--- src/rtl/logic_frame_pkg.sv ---
// Shared constants for the logic-analyser capture framer/parser pair:
// channel IDs, trailer geometry, error codes and the parser FSM states.
package logic_frame_pkg;

  localparam logic [1:0] CH_IIC  = 2'd0;
  localparam logic [1:0] CH_SPI  = 2'd1;
  localparam logic [1:0] CH_UART = 2'd2;

  localparam int TRL_LEN = 48;
  localparam int SEC_LEN = 16;
  localparam int PAY_MAX = 15;

  localparam logic [1:0] ERR_SHORT = 2'd1;
  localparam logic [1:0] ERR_LONG  = 2'd2;
  localparam logic [1:0] ERR_OVF   = 2'd3;

  typedef enum logic [1:0] {
    S_SAMPLE = 2'd0,
    S_CNT    = 2'd1,
    S_PAY    = 2'd2,
    S_RESYNC = 2'd3
  } state_t;

endpackage

--- src/rtl/logic_frame_parser.sv ---
// Splits a framer byte stream into sample bytes and channel-tagged protocol
// bytes (three count+payload trailer sections), flagging malformed frames.
module logic_frame_parser
  import logic_frame_pkg::*;
#(
  parameter int P_SEND_LEN = 1000
) (
  input  logic        i_clk,
  input  logic        i_rst_n,
  input  logic [7:0]  i_data,
  input  logic        i_vld,
  input  logic        i_last,
  output logic [7:0]  o_sam_data,
  output logic        o_sam_vld,
  output logic        o_sam_last,
  output logic [7:0]  o_proto_data,
  output logic        o_proto_vld,
  output logic [1:0]  o_proto_ch,
  output logic        o_proto_last,
  output logic        o_frame_done,
  output logic        o_frame_err,
  output logic [1:0]  o_err_code,
  output logic [15:0] o_frame_cnt
);

  localparam int SAM_W = $clog2(P_SEND_LEN + 1);
  localparam logic [SAM_W-1:0] SAM_LAST  = SAM_W'(P_SEND_LEN - 1);
  localparam logic [5:0]       TRL_LAST  = 6'(TRL_LEN - 1);
  localparam logic [3:0]       PAY_LAST  = 4'(PAY_MAX - 1);
  localparam logic [3:0]       PAY_CLAMP = 4'(PAY_MAX);

  state_t           r_state;
  logic [SAM_W-1:0] r_sam_cnt;
  logic [1:0]       r_sec;
  logic [3:0]       r_pay_idx;
  logic [3:0]       r_pay_len;
  logic [5:0]       r_trl_idx;

  logic [7:0]  r_sam_data;
  logic        r_sam_vld;
  logic        r_sam_last;
  logic [7:0]  r_proto_data;
  logic        r_proto_vld;
  logic [1:0]  r_proto_ch;
  logic        r_proto_last;
  logic        r_frame_done;
  logic        r_frame_err;
  logic [1:0]  r_err_code;
  logic [15:0] r_frame_cnt;

  logic w_pay_emit;
  logic w_pay_last;
  logic w_trl_end;
  logic w_cnt_ovf;
  logic w_sam_end;

  assign w_pay_emit = (r_pay_idx < r_pay_len);
  // pay_len=0 can never match here since pay_idx never reaches 15.
  assign w_pay_last = w_pay_emit && ((r_pay_idx + 4'd1) == r_pay_len);
  assign w_trl_end  = (r_trl_idx == TRL_LAST);
  assign w_cnt_ovf  = (i_data > 8'(PAY_MAX));
  assign w_sam_end  = (r_sam_cnt == SAM_LAST);

  always_ff @(posedge i_clk) begin
    if (!i_rst_n) begin
      r_state      <= S_SAMPLE;
      r_sam_cnt    <= '0;
      r_sec        <= '0;
      r_pay_idx    <= '0;
      r_pay_len    <= '0;
      r_trl_idx    <= '0;
      r_sam_data   <= '0;
      r_sam_vld    <= 1'b0;
      r_sam_last   <= 1'b0;
      r_proto_data <= '0;
      r_proto_vld  <= 1'b0;
      r_proto_ch   <= '0;
      r_proto_last <= 1'b0;
      r_frame_done <= 1'b0;
      r_frame_err  <= 1'b0;
      r_err_code   <= '0;
      r_frame_cnt  <= '0;
    end else begin
      r_sam_vld    <= 1'b0;
      r_sam_last   <= 1'b0;
      r_proto_vld  <= 1'b0;
      r_proto_last <= 1'b0;
      r_frame_done <= 1'b0;
      r_frame_err  <= 1'b0;
      if (i_vld) begin
        case (r_state)
          S_SAMPLE: begin
            r_sam_data <= i_data;
            r_sam_vld  <= 1'b1;
            r_sam_last <= w_sam_end;
            if (i_last) begin
              r_frame_err <= 1'b1;
              r_err_code  <= ERR_SHORT;
              r_sam_cnt   <= '0;
            end else if (w_sam_end) begin
              r_sam_cnt <= '0;
              r_sec     <= CH_IIC;
              r_trl_idx <= '0;
              r_state   <= S_CNT;
            end else begin
              r_sam_cnt <= r_sam_cnt + SAM_W'(1);
            end
          end

          S_CNT: begin
            r_trl_idx <= r_trl_idx + 6'd1;
            // A truncated frame outranks an oversized count on the same byte.
            if (i_last) begin
              r_frame_err <= 1'b1;
              r_err_code  <= ERR_SHORT;
              r_state     <= S_SAMPLE;
            end else begin
              r_pay_len <= w_cnt_ovf ? PAY_CLAMP : i_data[3:0];
              r_pay_idx <= '0;
              r_state   <= S_PAY;
              if (w_cnt_ovf) begin
                r_frame_err <= 1'b1;
                r_err_code  <= ERR_OVF;
              end
            end
          end

          S_PAY: begin
            r_trl_idx <= r_trl_idx + 6'd1;
            r_pay_idx <= r_pay_idx + 4'd1;
            if (w_pay_emit) begin
              r_proto_data <= i_data;
              r_proto_ch   <= r_sec;
              r_proto_vld  <= 1'b1;
              r_proto_last <= w_pay_last;
            end
            if (i_last) begin
              r_state <= S_SAMPLE;
              if (w_trl_end) begin
                r_frame_done <= 1'b1;
                r_frame_cnt  <= r_frame_cnt + 16'd1;
              end else begin
                r_frame_err <= 1'b1;
                r_err_code  <= ERR_SHORT;
              end
            end else if (r_pay_idx == PAY_LAST) begin
              if (r_sec != CH_UART) begin
                r_sec   <= r_sec + 2'd1;
                r_state <= S_CNT;
              end else begin
                r_frame_err <= 1'b1;
                r_err_code  <= ERR_LONG;
                r_state     <= S_RESYNC;
              end
            end
          end

          S_RESYNC: begin
            if (i_last) begin
              r_state <= S_SAMPLE;
            end
          end

          default: r_state <= S_SAMPLE;
        endcase
      end
    end
  end

  assign o_sam_data   = r_sam_data;
  assign o_sam_vld    = r_sam_vld;
  assign o_sam_last   = r_sam_last;
  assign o_proto_data = r_proto_data;
  assign o_proto_vld  = r_proto_vld;
  assign o_proto_ch   = r_proto_ch;
  assign o_proto_last = r_proto_last;
  assign o_frame_done = r_frame_done;
  assign o_frame_err  = r_frame_err;
  assign o_err_code   = r_err_code;
  assign o_frame_cnt  = r_frame_cnt;

endmodule

--- config.mk ---
export PLATFORM = sky130hd
export DESIGN_NAME = logic_frame_parser
export DESIGN_NICKNAME = d
export VERILOG_FILES = /design/src/rtl/logic_frame_pkg.sv /design/src/rtl/logic_frame_parser.sv
export SDC_FILE = /design/constraint.sdc
export NUM_CORES = 1
export LEC_CHECK = 0
export ABC_AREA = 1
export BUFFER_PORTS_ARGS = -buffer_cell sky130_fd_sc_hd__buf_2
export CAP_MARGIN = 20
export CORE_MARGIN = 4
export CORE_UTILIZATION = 30
export DETAILED_ROUTE_END_ITERATION = 7
export SLEW_MARGIN = 20
export SYNTH_ARGS = -nofsm -noshare
export SYNTH_HDL_FRONTEND = slang
export SYNTH_SLANG_ARGS = --single-unit
export TNS_END_PERCENT = 30
--- constraint.sdc ---
create_clock -name i_clk -period 1.58 [get_ports i_clk]
set_input_delay 0.316 -clock i_clk [delete_from_list [all_inputs] [get_ports i_clk]]
set_output_delay 0.316 -clock i_clk [all_outputs]
set_load 0.02 [all_outputs]
== Word-level counts from Yosys, hierarchy flattened ==
Cells that the tools add are included.
Cells by class
  add/subtract/negate cells: 5
  mux-type cells: 41
  shift-type cells: 0
  divide/modulo/power cells: 0
  magnitude comparators: 2
  reduce and logical (&&, ||, !) cells: 21
  equal/unequal tests: 20
  multipliers: 0
  bitwise logic cells: 1
Operator list (count)
  2-bit 2-to-1 mux: 19
  10-bit 2-to-1 mux: 2
  2-bit != test, second input constant: 9
  16-bit by 1-bit adder with 16-bit output, second input constant: 1
  4-bit AND reduction: 4
  3-bit AND reduction: 5
  7-bit AND reduction: 2
  6-bit 2-to-1 mux: 2
  3-bit != test, second input constant: 4
  6-bit case mux with 2 select lines: 1
  10-bit by 1-bit adder with 10-bit output, second input constant: 1
  10-bit == test, second input constant: 1
  1-bit 2-to-1 mux: 10
  8-bit by 4-bit > comparator with 1-bit output, second input constant: 1
  4-bit 2-to-1 mux: 2
  2-bit case mux with 4 select lines: 1
  4-bit case mux with 2 select lines: 1
  6-bit by 1-bit adder with 6-bit output, second input constant: 1
  6-bit == test, second input constant: 1
  2-bit case mux with 3 select lines: 1
  2-bit nonzero test: 3
  5-bit AND reduction: 1
  4-bit by 1-bit adder with 4-bit output, second input constant: 1
  2-bit == test, second input constant: 2
  13 further kinds: 14
Storage, ports and cells
  flip-flop bits (word level): 70
  latch bits: 0
  RAM bits: 0
  input bits: 12
  ROM bits: 0
  logic and storage cells: 107
  memories kept: 0
  output and inout port bits: 42

== Depth between registers and ports, before layout ==
Gate-level depths: netlist (run 1).
  depth in word-level cells: 5
  mapped depth: 10
  mapped depth without buffers: 10

== Least setup slack after synthesis (run 1) ==
No wires, ideal clock.
  kind: register to register
  start: reg r_state[0]
  end: reg r_trl_idx[5]
  cell stages (with the launch flop): 8
  arrival time: 1.361 ns
  library setup time: 0.138 ns
  required time: 1.442 ns
  setup slack: 0.080 ns
  path through: dfxtp_1 > inv_1 > ha_1 > a21oi_1 > buf_2 > nand3_1 > nand2_1 > a21oi_1
Between the ends
  cells in the longest elaborated chain, start to end: 4
  elaborated cells on any way between the ends: 9
  those cells by class: 4 x eq/ne; 1 x mux; 4 x reduce/logical
Ends and longest elaborated chain
  start, declared: line logic_frame_parser.sv:32  | state_t r_state;
  start signal, assigned: line logic_frame_parser.sv:66  | r_state <= S_SAMPLE;
  start signal, assigned: line logic_frame_parser.sv:104  | r_state <= S_CNT;
  start signal, assigned: line logic_frame_parser.sv:116  | r_state <= S_SAMPLE;
  2-bit == test / 2-bit by 1-bit == test with 1-bit output (equally long branches): line logic_frame_parser.sv:91  | case (r_state)
  2-bit OR reduction (no source line)
  2-bit nonzero test (no source line)
  4-bit AND reduction (no source line)
  end signal, assigned: line logic_frame_parser.sv:111  | r_trl_idx <= r_trl_idx + 6'd1;
  end signal, assigned: line logic_frame_parser.sv:129  | r_trl_idx <= r_trl_idx + 6'd1;
  end, declared: line logic_frame_parser.sv:37  | logic [5:0] r_trl_idx;
Several ways; a longest one is shown, not always the timed one.
A chain may end at the register's enable or synchronous reset.

== Worst setup path after layout (run 1) ==
  start: reg r_sam_cnt[0]
  end: reg r_trl_idx[2]
Between the ends
  cells in the longest elaborated chain, start to end: 3
Ends and longest elaborated chain
  start, declared: line logic_frame_parser.sv:33  | logic [SAM_W-1:0] r_sam_cnt;
  start signal, assigned: line logic_frame_parser.sv:106  | r_sam_cnt <= r_sam_cnt + SAM_W'(1);
  10-bit == test: line logic_frame_parser.sv:62  | assign w_sam_end = (r_sam_cnt == SAM_LAST);
  2-bit != test (no source line)
  4-bit AND reduction (no source line)
No other way between the ends.

==> impl_metrics.ini, run 1 <==
[power]
power_leakage_nw = 2.09
peakVddDrop_v = 0.000540
power.density_nw_per_um2 = 870

[yosys]
synth_compound_area_share_pct = 10.5
synthTopCellsByArea = dfxtp_1 38%, nand2_1 13%, nor2_1 10%
yosys.area.top_type = dfxtp_1
synth_fa_ha_area_share_pct = 5.13
synth_seq_area_share_pct = 38.3
netlist_area_um2 = 3660
synth_mux_area_share_pct = 0
synthSimpleGateAreaFrac_pct = 34.9
synth_cell_types = 35
synth-main-ff-cell = dfxtp_1
synth-xor-area-share_pct = 2.15
synth-edff-count = 0
synth_top_family_by_area = simple AND/OR/NAND/NOR gates
syn_nets = 561
synth.most_common_cell = nand2_1
ys_ff_latch = 70
async_flop_share_pct = 0
syn-mean-instance-area_um2 = 6.86
ys_top_cells_by_count = 124 x nand2_1, 101 x nor2_1, 70 x dfxtp_1
yosysTopAreaCellShare_pct = 38.3
synth-warning-count = 0
postSynthCellCount = 534

[floorplanning]
initial_utilization_pct = 30.6
coreArea_um2 = 12000
dieArea_um2 = 14000
die_w_um = 118
fp-row-count = 40
boundaryPins = 54
die_h_um = 118

[global_route]
antenna_found_initial = 0
grtUsageTotal_pct = 13.8
grt_pass1_wl_um = 16100
grt_pass1_vias = 3514
overflow = 0
grt_max_degree = 23

[routing]
first_pass_iters = 4
drtAntennaViolNets = 0
drcViolationCount = 0
dr_total_vias = 3599
drtIter0Drc = 158
drt-total-wl_um = 9450
wl_per_cell_um = 12.3
viasPerCell = 4.68

[sta]
clock_skew_ns = 0.00551
period_needed_ns = 1.51
rsz0062_at_grt = yes
max_slew_margin_pct = 76.1
fmax_mhz = 660
slew_viol_final = 0
worstMarginPinSlew_ns = 0.355
layout_setup_ws_ns = 0.0655
hold_viol_final = 0
setup-violations-final = 0
fin_crit_sh_pct = 95.9

[layout]
final_cell_count_no_fill = 769
drive_gt1_share_pct = 25.1
antenna_cells = 0
n_fill_cell = 1268
area_delta_synth_final_pct = 28.4
nets = 644

[setup_path]
reg2reg_depth = 8
endpoint = r_trl_idx[2]
reg2reg_from = r_sam_cnt[0]
worstSetupEndpointType = register
cp.required_ns = 1.85
critPathLaunch = r_sam_cnt[0]
timing.rr.end = r_trl_idx[2]
cp-start-kind = register
worstPathMaxFanout = 7
path_class = register to register
crit_arrival_ns = 1.78
rrSetupSlack_ns = 0.07

[placed_design]
io_buffer_count = 53
hpwlAfterDp_um = 7040
finalWeightedCongestion = 0.896
placedCellCount = 749
dp_slack_ns = -0.0274

[clock_network]
cts.sinks = 70
htreeDepth = 3
numCtsBuffers = 9
cts_tree = done
clock_latency_ns = 0.34
path_clk_slew_ns = 0.06
cts_max_path_buffers = 2
cts-root-buf = clkbuf_16

[run]
drv_cap = 0

[hold_path]
hp-class = input port to register

[outcome]
outcome = finished, final reports clean
-- kinds of logic (layout without fill, tap and decap cells) --
family | Yosys count | in the layout
AOI/OAI and AO/OA | 68 | 68
buffers and inverters | 79 | 167
xor gates and xnor gates | 9 | 9
adders and majority gates | 15 | 15
and+or+nand+nor | 293 | 293
DFF | 70 | 70
-- placed cells by master (no fill, tap or decap), types with 6 or more instances in the layout --
cell type,n
nor2_1,97
a21oi_1,24
o21ai_0,22
inv_1,54
buf_4,33
buf_2,53
nand2_1,123
dfxtp_1,66
nand4_1,18
nand3_1,20
nand2_2,6
nor3_1,7
clkbuf_16,9
inv_2,7
ha_1,11
a21oi_2,9
-- layout make-up --
cell class	instances	area, µm²	share of cell area [%]
Clock buffer	11	253	5.38
Timing Repair Buffer	89	556	11.8
Sequential cell	70	1410	29.9
Clock inverter	5	57.6	1.22
Multi-Input combinational cell	385	2010	42.7
Tap cell	147	184	3.91
Inverter	62	235	5.00
-- worst max-delay path: stages (launching register included) --
cell,delay (ns)
dfxtp_1,0.35
ha_1,0.18
nand2_1,0.10
nor2_2,0.12
nand3_2,0.12
nand2_4,0.15
buf_4,0.16
nand4_1,0.10
a21oi_1,0.16
-- registers in the layout, indices dropped and copies added, names as in the netlist, 2 cells and up --
register / count
r_trl_idx: 6
r_pay_idx: 4
r_sam_cnt: 10
o_frame_cnt: 16
r_pay_len: 4
o_proto_ch: 2
r_state: 2
o_sam_data: 8
r_sec: 2
o_proto_data: 8
o_err_code: 2
-- per-layer routing --
layer	track usage [%]	part of all wire, %	up-vias
met5	0	0	-
met4	4.78	1.7	0
met3	4.07	4.2	14
met2	24.0	49	73
met1	16.1	45	1649
li1	-	-	1863
-- how the worst min path moves through the flow --
stage | startpoint | endpoint | slack (ns) | cells past startpoint
2_1_floorplan | r_sam_cnt[9] | r_sam_cnt[9] | 0.44 | 2
3_3_place_gp | r_sam_cnt[9] | r_sam_cnt[9] | 0.46 | 2
3_5_place_dp | o_err_code[0] | o_err_code[0] | 0.47 | 2
4_1_cts | i_data[4] | o_proto_data[4] | 0.23 | 3
5_1_grt | i_data[4] | o_proto_data[4] | 0.25 | 3
6_report | i_data[4] | o_proto_data[4] | 0.24 | 3
-- per-stage QoR --
step	area [µm²]	util [%]	total power, mW	setup TNS [ns]	hold WS [ns]
6_report	4700	39.3	4.09	0	0.243
5_1_grt	4700	39.3	4.25	-0.336	0.255
4_1_cts	4590	38.3	4.15	0	0.234
3_5_place_dp	4270	35.7	2.05	-0.0300	0.472
3_3_place_gp	4270	35.7	2.05	0	0.456
2_1_floorplan	3660	-	1.96	0	0.443
-- timing repair --
item | in CTS | in global routing
buffers inserted | 0 | 4
gates resized for setup | 3 | 33
endpoints found under the hold margin | 0 | 0
hold buffers | 0 | 0
cloned | 0 | 0
setup endpoints to repair | 4 | 49
pin swaps | 0 | 9
-- power by group --
part	total, mW	internal, mW	switching (mW)
logic	0.213	0.0712	0.142
registers	1.80	1.79	0.0118
clock network	2.08	1.30	0.772
total	4.09	3.16	0.925
No activity file was read; power rests on OpenSTA's default activity.
==> run 2, diff against run 1 <==
--- a/config.mk
+++ b/config.mk
@@ -9,8 +9,9 @@
 export BUFFER_PORTS_ARGS = -buffer_cell sky130_fd_sc_hd__buf_2
 export CAP_MARGIN = 20
 export CORE_MARGIN = 4
-export CORE_UTILIZATION = 30
+export CORE_UTILIZATION = 51
 export DETAILED_ROUTE_END_ITERATION = 7
+export PLACE_DENSITY = 0.75
 export SLEW_MARGIN = 20
 export SYNTH_ARGS = -nofsm -noshare
 export SYNTH_HDL_FRONTEND = slang
==> impl_metrics.ini, run 2 (same netlist as run 1, synthesis figures left out) <==
[outcome]
outcome = finished, final reports clean

[setup_path]
critPathLaunch = r_sam_cnt[0]
path_class = register to register
reg2reg_from = r_sam_cnt[0]
endpoint = r_state[1]
cp-start-kind = register
rrSetupSlack_ns = 0.07
crit_arrival_ns = 1.74
worstSetupEndpointType = register
cp.required_ns = 1.81
reg2reg_depth = 8
worstPathMaxFanout = 8
timing.rr.end = r_state[1]

[sta]
max_slew_margin_pct = 73.9
hold_viol_final = 0
period_needed_ns = 1.51
fin_tns_setup_ns = 0
slew_viol_final = 0
clock_skew_ns = 0.0126
setup-violations-final = 0
fmax_mhz = 664
worstMarginPinSlew_ns = 0.389
layout_setup_ws_ns = 0.0749
fin_crit_sh_pct = 95.3
rsz0062_at_grt = yes
whs_ns = 0.223

[routing]
drcViolationCount = 0
first_pass_iters = 4
drtAntennaViolNets = 0
wl_per_cell_um = 12.5
drt-total-wl_um = 8940
viasPerCell = 5.10
dr_total_vias = 3659
drtIter0Drc = 233

[global_route]
grt_pass1_vias = 3404
grtUsageTotal_pct = 21.0
grt_pass1_wl_um = 14800
overflow = 0
antenna_found_initial = 0
grt_max_degree = 21

[clock_network]
cts-root-buf = clkbuf_8
htreeDepth = 3
cts_tree = done
path_clk_slew_ns = 0.08
clock_latency_ns = 0.35
numCtsBuffers = 9
cts.sinks = 70
cts_max_path_buffers = 2
ctsHoldBuffers = 0

[placed_design]
placedInstanceArea_um2 = 4180
placedCellCount = 697
hpwlAfterDp_um = 6540
dp_slack_ns = -0.0720
io_buffer_count = 53
finalWeightedCongestion = 0.919

[layout]
final_cell_count_no_fill = 717
area_delta_synth_final_pct = 23.4
nets = 643
drive_gt1_share_pct = 24.6
layout_commonest_cell = nand2_1
design_area_um2 = 4520
final_cell_mix = 122 x nand2_1, 98 x nor2_1, 66 x dfxtp_1
largest_reg_flops = 16
final_util_pct = 65.8
antenna_cells = 0

[power]
peakVddDrop_v = 0.000528
power_leakage_nw = 2.03
power_mw = 3.63
power.density_nw_per_um2 = 804

[floorplanning]
coreArea_um2 = 6870
dieArea_um2 = 8600
die_w_um = 92.7
initial_utilization_pct = 53.3
die_h_um = 92.7
boundaryPins = 54
fp-row-count = 30

[run]
drv_cap = 0

[hold_path]
hp-class = input port to register
==> run 2: cell count changes in the layout (fill, tap and decap cells not counted), moves of 3 or more <==
cell	delta
clkbuf_8	+7
ha_2	+3
inv_2	-3
inv_1	+3
clkbuf_16	-9
==> run 2: worst min path at each step <==
stage | from | to | slack (ns) | cells after the start
detailed placement | o_sam_data[6] | o_sam_data[6] | 0.47 | 2
finish | i_data[2] | o_proto_data[2] | 0.22 | 3
floorplan | r_sam_cnt[9] | r_sam_cnt[9] | 0.44 | 2
CTS | i_data[2] | o_proto_data[2] | 0.21 | 3
global route | i_data[2] | o_proto_data[2] | 0.22 | 3
global placement | o_sam_data[5] | o_sam_data[5] | 0.46 | 2
==> run 2: where the power goes <==
group	switching [mW]	internal (mW)	total, mW
Clock	0.715	0.903	1.62
Combinational	0.142	0.0709	0.213
Sequential	0.0124	1.79	1.80
==> run 2: routing by layer <==
| layer | global-route usage [%] | wire [µm] |
|---|---|---|
| met1 | 25.4 | 3950 |
| met2 | 36.4 | 4360 |
| met3 | 6.01 | 534 |
| met4 | 5.86 | 95 |
| met5 | 0 | 0 |
==> run 2: final cells by class <==
type                            instances  area [µm²]
Clock buffer                           10         128
Clock inverter                          6        93.8
Fill cell                             599        2350
Inverter                               62         235
Multi-Input combinational cell        385        2000
Sequential cell                        70        1410
Tap cell                               96         120
Timing Repair Buffer                   88         532
==> run 2: timing repair <==
| action | CTS | global route |
|---|---|---|
| endpoints found under the setup margin | 12 | 46 |
| setup buffers | 0 | 4 |
| gates cloned | 0 | 0 |
| resized for setup | 2 | 27 |
| pin swaps | 0 | 5 |
==> run 2: worst max-delay path, cell delays in order (launching register included) <==
cell     delay [ns]
dfxtp_1        0.38
ha_2           0.21
nand2_2        0.10
nor2_4         0.11
nand3_2        0.10
nand2_4        0.15
nand3_2        0.13
a21oi_2        0.15
nor2_1         0.05
